<file path="config.mk">
export PLATFORM = sky130hd
export DESIGN_NAME = mac_column_engine
export DESIGN_NICKNAME = d
export VERILOG_FILES = /design/src/rtl/mac_column_engine.sv
export SDC_FILE = /design/constraint.sdc
export NUM_CORES = 1
export LEC_CHECK = 0
export CORE_ASPECT_RATIO = 2
export CORE_MARGIN = 2
export CORE_UTILIZATION = 54
export CTS_BUF_LIST = sky130_fd_sc_hd__clkbuf_8 sky130_fd_sc_hd__clkbuf_16
export DETAILED_ROUTE_END_ITERATION = 12
export GPL_ROUTABILITY_DRIVEN = 0
export PLACE_DENSITY = 0.81
export REMOVE_ABC_BUFFERS = 1
export SYNTH_ARGS = -nofsm -noshare
export SYNTH_HDL_FRONTEND = slang
export SYNTH_SLANG_ARGS = --single-unit
</file>
<file path="constraint.sdc">
create_clock -name clk -period 6.9 [get_ports clk]
set_input_delay 1.725 -clock clk [delete_from_list [all_inputs] [get_ports clk]]
set_output_delay 1.725 -clock clk [all_outputs]
set_load 0.02 [all_outputs]
</file>
<file path="src/rtl/mac_column_engine.sv">
// Column MAC engine: one N_MUL-term dot product of coefficient ROM words against x_data per ALU_en window.
// Optional macro SIGNED_MAC_EN selects two's-complement operands; the default build is unsigned.
module mac_column_engine #(
    parameter int DATA_W = 8,
    parameter int COEF_W = 8,
    parameter int N_MUL  = 8,
    parameter int N_COL  = 4,
    parameter int ACC_W  = 19,
    parameter int CA_W   = 5,
    parameter int RA_W   = 2
) (
    input  logic                      clk,
    input  logic                      rst,
    input  logic                      ALU_en,
    input  logic [N_MUL*DATA_W-1:0]   x_data,
    output logic [CA_W-1:0]           coef_addr,
    input  logic [COEF_W-1:0]         coef_data,
    output logic [RA_W-1:0]           ram_addr,
    output logic [ACC_W-1:0]          ram_data,
    output logic                      web,
    output logic                      ALU_done
);

    localparam int PROD_W = DATA_W + COEF_W;
    localparam int KW     = $clog2(N_MUL + 1);

    typedef enum logic [1:0] {
        S_IDLE,
        S_MAC,
        S_WRITE,
        S_DRAIN
    } state_t;

    state_t             state_q;
    logic [KW-1:0]      k_q;
    logic [RA_W-1:0]    col_q;
    logic [ACC_W-1:0]   acc_q;
    logic [ACC_W-1:0]   acc_d;
    logic [CA_W-1:0]    coefAddr_q;
    logic [CA_W-1:0]    colBase;
    logic [RA_W-1:0]    ramAddr_q;
    logic [ACC_W-1:0]   ramData_q;
    logic               web_q;
    logic               done_q;
    logic [DATA_W-1:0]  xSel;
    logic [PROD_W-1:0]  prod;
    logic [ACC_W-1:0]   prodExt;

    // ROM data lags its address by one cycle, so step k pairs with x element k-1.
    always_comb begin
        xSel = '0;
        for (int i = 0; i < N_MUL; i++) begin
            if (k_q == KW'(i + 1)) begin
                xSel = x_data[i*DATA_W +: DATA_W];
            end
        end
    end

`ifdef SIGNED_MAC_EN
    assign prod    = PROD_W'($signed(xSel)) * PROD_W'($signed(coef_data));
    assign prodExt = {{(ACC_W-PROD_W){prod[PROD_W-1]}}, prod};
`else
    assign prod    = PROD_W'(xSel) * PROD_W'(coef_data);
    assign prodExt = {{(ACC_W-PROD_W){1'b0}}, prod};
`endif

    assign acc_d   = acc_q + prodExt;
    assign colBase = CA_W'(col_q) * CA_W'(N_MUL);

    always_ff @(posedge clk or negedge rst) begin
        if (!rst) begin
            state_q    <= S_IDLE;
            k_q        <= '0;
            col_q      <= '0;
            acc_q      <= '0;
            coefAddr_q <= '0;
            ramAddr_q  <= '0;
            ramData_q  <= '0;
            web_q      <= 1'b0;
            done_q     <= 1'b0;
        end else begin
            web_q  <= 1'b0;
            done_q <= 1'b0;
            case (state_q)
                S_IDLE: begin
                    if (ALU_en) begin
                        state_q    <= S_MAC;
                        k_q        <= '0;
                        acc_q      <= '0;
                        coefAddr_q <= colBase;
                    end
                end
                S_MAC: begin
                    if (!ALU_en) begin
                        // Abort: the column restarts from scratch on the next window.
                        state_q <= S_IDLE;
                        k_q     <= '0;
                        acc_q   <= '0;
                    end else begin
                        if (k_q != '0) begin
                            acc_q <= acc_d;
                        end
                        if (k_q == KW'(N_MUL)) begin
                            state_q <= S_WRITE;
                            k_q     <= '0;
                        end else begin
                            k_q <= k_q + 1'b1;
                            if (k_q < KW'(N_MUL - 1)) begin
                                coefAddr_q <= colBase + CA_W'(k_q) + CA_W'(1);
                            end
                        end
                    end
                end
                S_WRITE: begin
                    web_q     <= 1'b1;
                    ramAddr_q <= col_q;
                    ramData_q <= acc_q;
                    state_q   <= S_DRAIN;
                end
                S_DRAIN: begin
                    if (!ALU_en) begin
                        state_q <= S_IDLE;
                        if (col_q == RA_W'(N_COL - 1)) begin
                            col_q  <= '0;
                            done_q <= 1'b1;
                        end else begin
                            col_q <= col_q + 1'b1;
                        end
                    end
                end
                default: state_q <= S_IDLE;
            endcase
        end
    end

    assign coef_addr = coefAddr_q;
    assign ram_addr  = ramAddr_q;
    assign ram_data  = ramData_q;
    assign web       = web_q;
    assign ALU_done  = done_q;

endmodule

</file>
# Yosys cells after proc, flatten, opt, wreduce, memory -nomap -nowiden
# Cells that the tools add are included.
# op_classes
n_mux,31
addsub,5
magnitude_cmp,1
div,0
n_eq_ne,19
n_mul,1
n_reduce_logical,8
shifts,0
bitwise,1
# ops
op,count
2-to-1 mux 8 bit,8
2-to-1 mux 19 bit,3
one-hot mux 19 bit (2 select lines),1
2-to-1 mux 5 bit,4
adder 19 x 16 -> 19 bit,1
equality test 4 x 3 -> 1 bit (second input constant),4
multiplier 8 x 8 -> 16 bit,1
2-to-1 mux 4 bit,3
2-to-1 mux 2 bit,5
!= test 2 bit (second input constant),5
one-hot mux 5 bit (2 select lines),1
equality test 4 x 2 -> 1 bit (second input constant),2
one-hot mux 2 bit (4 select lines),1
one-hot mux 4 bit (2 select lines),1
equality test 2 bit (second input constant),3
!= test 3 bit (second input constant),2
AND reduction 3 bit,2
adder 5 x 1 -> 5 bit (second input constant),1
adder 5 x 4 -> 5 bit,1
AND reduction 5 bit,1
adder 4 x 1 -> 4 bit (second input constant),1
equality test 4 x 1 -> 1 bit (second input constant),1
equality test 4 bit (second input constant),1
less-than comparator 4 x 3 -> 1 bit (second input constant),1
8 further kinds,12
# totals
mem_bits_rw,0
mem_bits_ro,0
ff_bits,55
latch_bits,0
out_inout_bits,28
mem_count,0
word_cells,75
input_bits,75

# Logic depth before layout (Yosys ltp)
# depth
depth_word,14
mapped_depth,24
depth_no_buf,22

# Least setup slack after synthesis
# No wires, ideal clock.
# synth_timing
kind,input port to flip-flop
startpoint,in x_data[34]
endpoint,reg acc_q[16]
t_arrival_ps,6042
setup_time_ps,121
required_ps,6779
path_buffers,0
path_slack_ps,737
path_stages,17
cell_sequence,nand2_1 o21ai_0 a221oi_1 o21ai_4 and2_1 fa_1 fa_1 fa_1 inv_1 fa_1 inv_1 ha_1 or4_4 o22a_4 a211oi_2 xnor2_1 a22o_1
# synth_via
elab_chain_len,9
# synth_rtl
item,line,source
from (decl),15,"input logic [N_MUL*DATA_W-1:0] x_data,"
2-to-1 mux 8 bit (4 in series),53,if (k_q == KW'(i + 1)) begin
multiplier 8 x 8 -> 16 bit,63,assign prod = PROD_W'(xSel) * PROD_W'(coef_data);
adder 19 x 16 -> 19 bit,67,assign acc_d = acc_q + prodExt;
2-to-1 mux 19 bit,100,if (k_q != '0) begin
2-to-1 mux 19 bit,94,if (!ALU_en) begin
one-hot mux 19 bit (2 select lines),84,case (state_q)
to (signal assigned),89,acc_q <= '0;
to (signal assigned),98,acc_q <= '0;
to (signal assigned),101,acc_q <= acc_d;
to (decl),37,logic [ACC_W-1:0] acc_q;
# No other way between the ends. The select of a mux whose other input is x is not followed.
# A chain may end at the register's enable or synchronous reset.

# Worst setup path after layout
# layout_timing
startpoint,in x_data[2]
endpoint,reg acc_q[16]
# layout_via
elab_chain_len,13
# layout_rtl
item,line
2-to-1 mux 8 bit (8 in series),53
multiplier 8 x 8 -> 16 bit,63
adder 19 x 16 -> 19 bit,67
2-to-1 mux 19 bit,100
2-to-1 mux 19 bit,94
one-hot mux 19 bit (2 select lines),84
# No other way between the ends. The select of a mux whose other input is x is not followed.

==> key figures <==
Setup path
  – Startpoint type of the worst setup path: input pin
  – Worst-path cell chain: clkdlybuf4s50_1 -> nand2_1 -> o21ai_0 -> a221oi_1 -> buf_4 -> o21ai_4 -> nand2_1 -> fa_1 -> fa_1 -> inv_1 -> fa_1 -> inv_1 -> fa_1 -> inv_1 -> ha_1 -> or4_4 -> o22a_4 -> a211oi_2 -> xnor2_1 -> a22o_1
  – CP Capture Type: flip-flop
  – Crit-path max cell delay: 0.56 ns
  – Most used cell, CP: fa_1
  – Crit path buffers/inverters: 5
  – CP top delay family: adder cells
  – Crit path max fanout: 8
  – Worst path required time: 7.09 ns
  – WS Path Type: input pin to flip-flop
  – CP arrival: 6.89 ns
  – Slowest CP cell: fa_1

Timing
  – Min cycle time layout: 6.704 ns
  – Crit share post-route: 0.9717
  – Final Hold Fails: 0
  – Fmax: 0.1492 GHz
  – Final worst setup slack: 0.1956 ns
  – Setup Viol. Count Final: 0
  – RSZ-0062 raised after global routing: no
  – Slew of the pin with the lowest slew margin: 0.8070 ns
  – Clock Skew: 0.01092 ns
  – Max_slew headroom: 0.4620
  – Pins Over Slew Limit: 0

Routing
  – Vias post-DR: 5062
  – Wirelength per Cell: 17.33 µm
  – Initial DRC count: 297
  – DRC viols: 0
  – Routed WL: 15440 µm
  – Post-DR vias/cell: 5.681
  – Post-DRT Antenna Nets: 0
  – Drt first pass iters: 4

Synth
  – Yosys Warn Count: 0
  – #FFs+latches synth: 55
  – Yosys top cell by area: dfrtp_1
  – Top-area cell type share of the netlist area: 0.2447
  – EDFF count, synth: 0
  – Main area contributors after synthesis: dfrtp_1 24%, fa_1 18%, ha_1 10%
  – Predominant post-synthesis flop cell: dfrtp_1
  – Syn_area_per_cell: 8.668 µm²
  – Commonest cells in the netlist: 124 x nand2_1, 98 x inv_1, 55 x dfrtp_1
  – Fraction of registers with async set/reset: 1.000
  – Gate Count Post-Synth: 649
  – Yosys cell types: 57
  – Post-synthesis cell area: 5625 µm²
  – Sequential cell area fraction in the yosys report: 0.2447
  – Cell with the most instances after synthesis: nand2_1

Placement
  – DP HPWL: 12400 µm
  – Placed instance area: 6862 µm²
  – DP Worst Slack: -0.08886 ns
  – IO Port Bufs: 102

Floorplan
  – Die ar.: 11300 µm²
  – Io pins: 103
  – Cell Rows: 52
  – Initial Util: 0.5542
  – Die W: 76.17 µm
  – Core area: 10150 µm²
  – Die Y-Extent: 148.3 µm

Worst hold path
  – Hold crit path type: flip-flop to flip-flop

Pwr
  – Worst vdd ir: 0.0001696 V
  – Combinational cell fraction of total power: 0.505
  – Sw frac: 0.3915
  – Switch Pwr: 0.0004998 W
  – Seq pwr share: 0.285
  – Cell Pwr Density: 181.7 nW/µm²
  – Clock share of power: 0.210
  – Internal Power: 0.0007769 W
  – P_leak: 3.438 nW

Status
  – Status: finished clean

CTS
  – Clk buf depth: 2
  – Num CTS Buffers: 5
  – CTS tree: built
  – H-tree depth: 2
  – Reg clk slew, reported paths: 0.07 ns
  – Clock Latency Late Sink: 0.31 ns
  – Hold_buf cts: 0
  – Clock root cell: clkbuf_16
  – Clock Sink Count: 55

GRT
  – Largest net degree at the start of global routing: 56
  – Vias in the first global route: 5491
  – Initial antenna violation count: 0
  – Grt total ovfl: 0
  – Gr usage total: 0.2883
  – Global-route wire length before repair: 25740 µm

Run
  – Max_cap viols: 0

Final layout
  – Design area: 7028 µm²
  – Layout cells sized above 1: 0.06878
  – Area of the multi-input gates: 3777 µm²
  – Sequential Area: 1376 µm²
  – Nets@finish: 927
  – Area delta synth->final: 24.93%
  – FILL cells: 843
  – Inserted Diodes: 0
worst reg2reg max path: stages (launching register included):
cell	delay, ns
dfrtp_1	0.49
inv_1	0.11
ha_1	0.48
nor3b_2	0.56
a221oi_1	0.18
buf_4	0.18
o21ai_4	0.22
nand2_1	0.10
fa_1	0.51
fa_1	0.56
inv_1	0.06
fa_1	0.53
inv_1	0.06
fa_1	0.54
inv_1	0.05
ha_1	0.22
or4_4	0.53
o22a_4	0.22
a211oi_2	0.27
xnor2_1	0.10
a22o_1	0.20
flip-flops by register name, indices dropped and copies added (netlist names), named ones only:
signal / cells
ram_addr: 2
acc_q: 19
coef_addr: 5
ALU_done: 1
web: 1
k_q: 4
col_q: 2
state_q: 1
ram_data: 19
what timing repair did:
action | CTS | global route
hold endpoints to repair | 0 | 0
gates resized for setup | 0 | 2
buffers inserted | 0 | 1
setup endpoints to repair | 0 | 4
metrics by stage:
step,hold WS (ns),cells,setup TNS (ns),util,power (W)
floorplan,0.4556,623,0,-,0.0007811
global placement,0.4610,882,-0.02224,0.6760,0.0009894
detailed placement,0.4611,882,-0.2778,0.6760,0.001012
CTS,0.4796,890,0,0.6907,0.001283
global route,0.4947,891,0,0.6924,0.001385
finish,0.4753,891,0,0.6924,0.001277
cell type report:
class	instances	area share
clock buffers	5	0.01780
clock inverters	3	0.003383
inverters	98	0.05234
multi-input cells	470	0.5375
flip-flops and latches	55	0.1958
well taps	135	0.02403
repair buffers	125	0.1691
path summary, 6_finish.rpt:
kind	from	slack (ns)	endpoint	cells past startpoint
min in group asynchronous	rst	1.54	ram_data[5]$_DFFE_PN0P_	2
max	x_data[2]	0.20	acc_q[16]$_DFFE_PN0P_	20
min reg2reg	ram_data[16]$_DFFE_PN0P_	0.48	ram_data[16]$_DFFE_PN0P_	2
max in group asynchronous	rst	4.86	ram_data[15]$_DFFE_PN0P_	2
max reg2reg	k_q[0]$_DFFE_PN0P_	0.65	acc_q[16]$_DFFE_PN0P_	20
min	ram_data[16]$_DFFE_PN0P_	0.48	ram_data[16]$_DFFE_PN0P_	2
cell families after synthesis:
kind of cell	count (synthesis)	synth area share
DFF	55	0.2447
muxes	3	0.005560
adders and majority gates	97	0.2825
buffers and inverters	124	0.08652
and+or+nand+nor	219	0.1837
xor gates and xnor gates	13	0.02024
AOI/OAI and AO/OA	138	0.1768
power groups by stage:
stage                     clock [W]  combinational [W]  sequential (W)
after floorplan                   0           0.000408        0.000374
after global placement            0           0.000621        0.000368
after detailed placement          0           0.000642        0.000370
after CTS                  0.000273           0.000646        0.000364
after global routing       0.000282           0.000736        0.000366
final                      0.000268           0.000645        0.000364
per-layer routing:
metal  part of all wire  GRT usage  vias to the layer above
met3              0.030    0.02973                       89
met2               0.55     0.5460                      178
met1               0.33     0.2829                     2446
li1                   -          -                     2349
met4              0.089     0.2209                        0
met5                  0          0                        -
cell usage in the layout, fill, tap and decap left out, types with 4 or more instances in the layout:
| cell | count |
|---|---|
| a22oi_1 | 9 |
| nand2_1 | 124 |
| ha_1 | 47 |
| o21ai_1 | 7 |
| a221oi_1 | 7 |
| a32oi_1 | 4 |
| clkdlybuf4s50_1 | 101 |
| fa_1 | 50 |
| nor3_1 | 4 |
| a21oi_1 | 13 |
| nor2b_1 | 7 |
| a22o_1 | 15 |
| a31oi_1 | 4 |
| o21ai_2 | 4 |
| and2_1 | 38 |
| nor2_1 | 17 |
| xnor2_1 | 11 |
| inv_1 | 98 |
| o21ai_4 | 4 |
| o31ai_1 | 6 |
| buf_4 | 23 |
| nand3_1 | 7 |
| clkbuf_16 | 5 |
| o21ai_0 | 33 |
| nand3b_1 | 6 |
| dfrtp_1 | 55 |
| a21o_1 | 7 |
No activity file was read; power rests on OpenSTA's default activity.
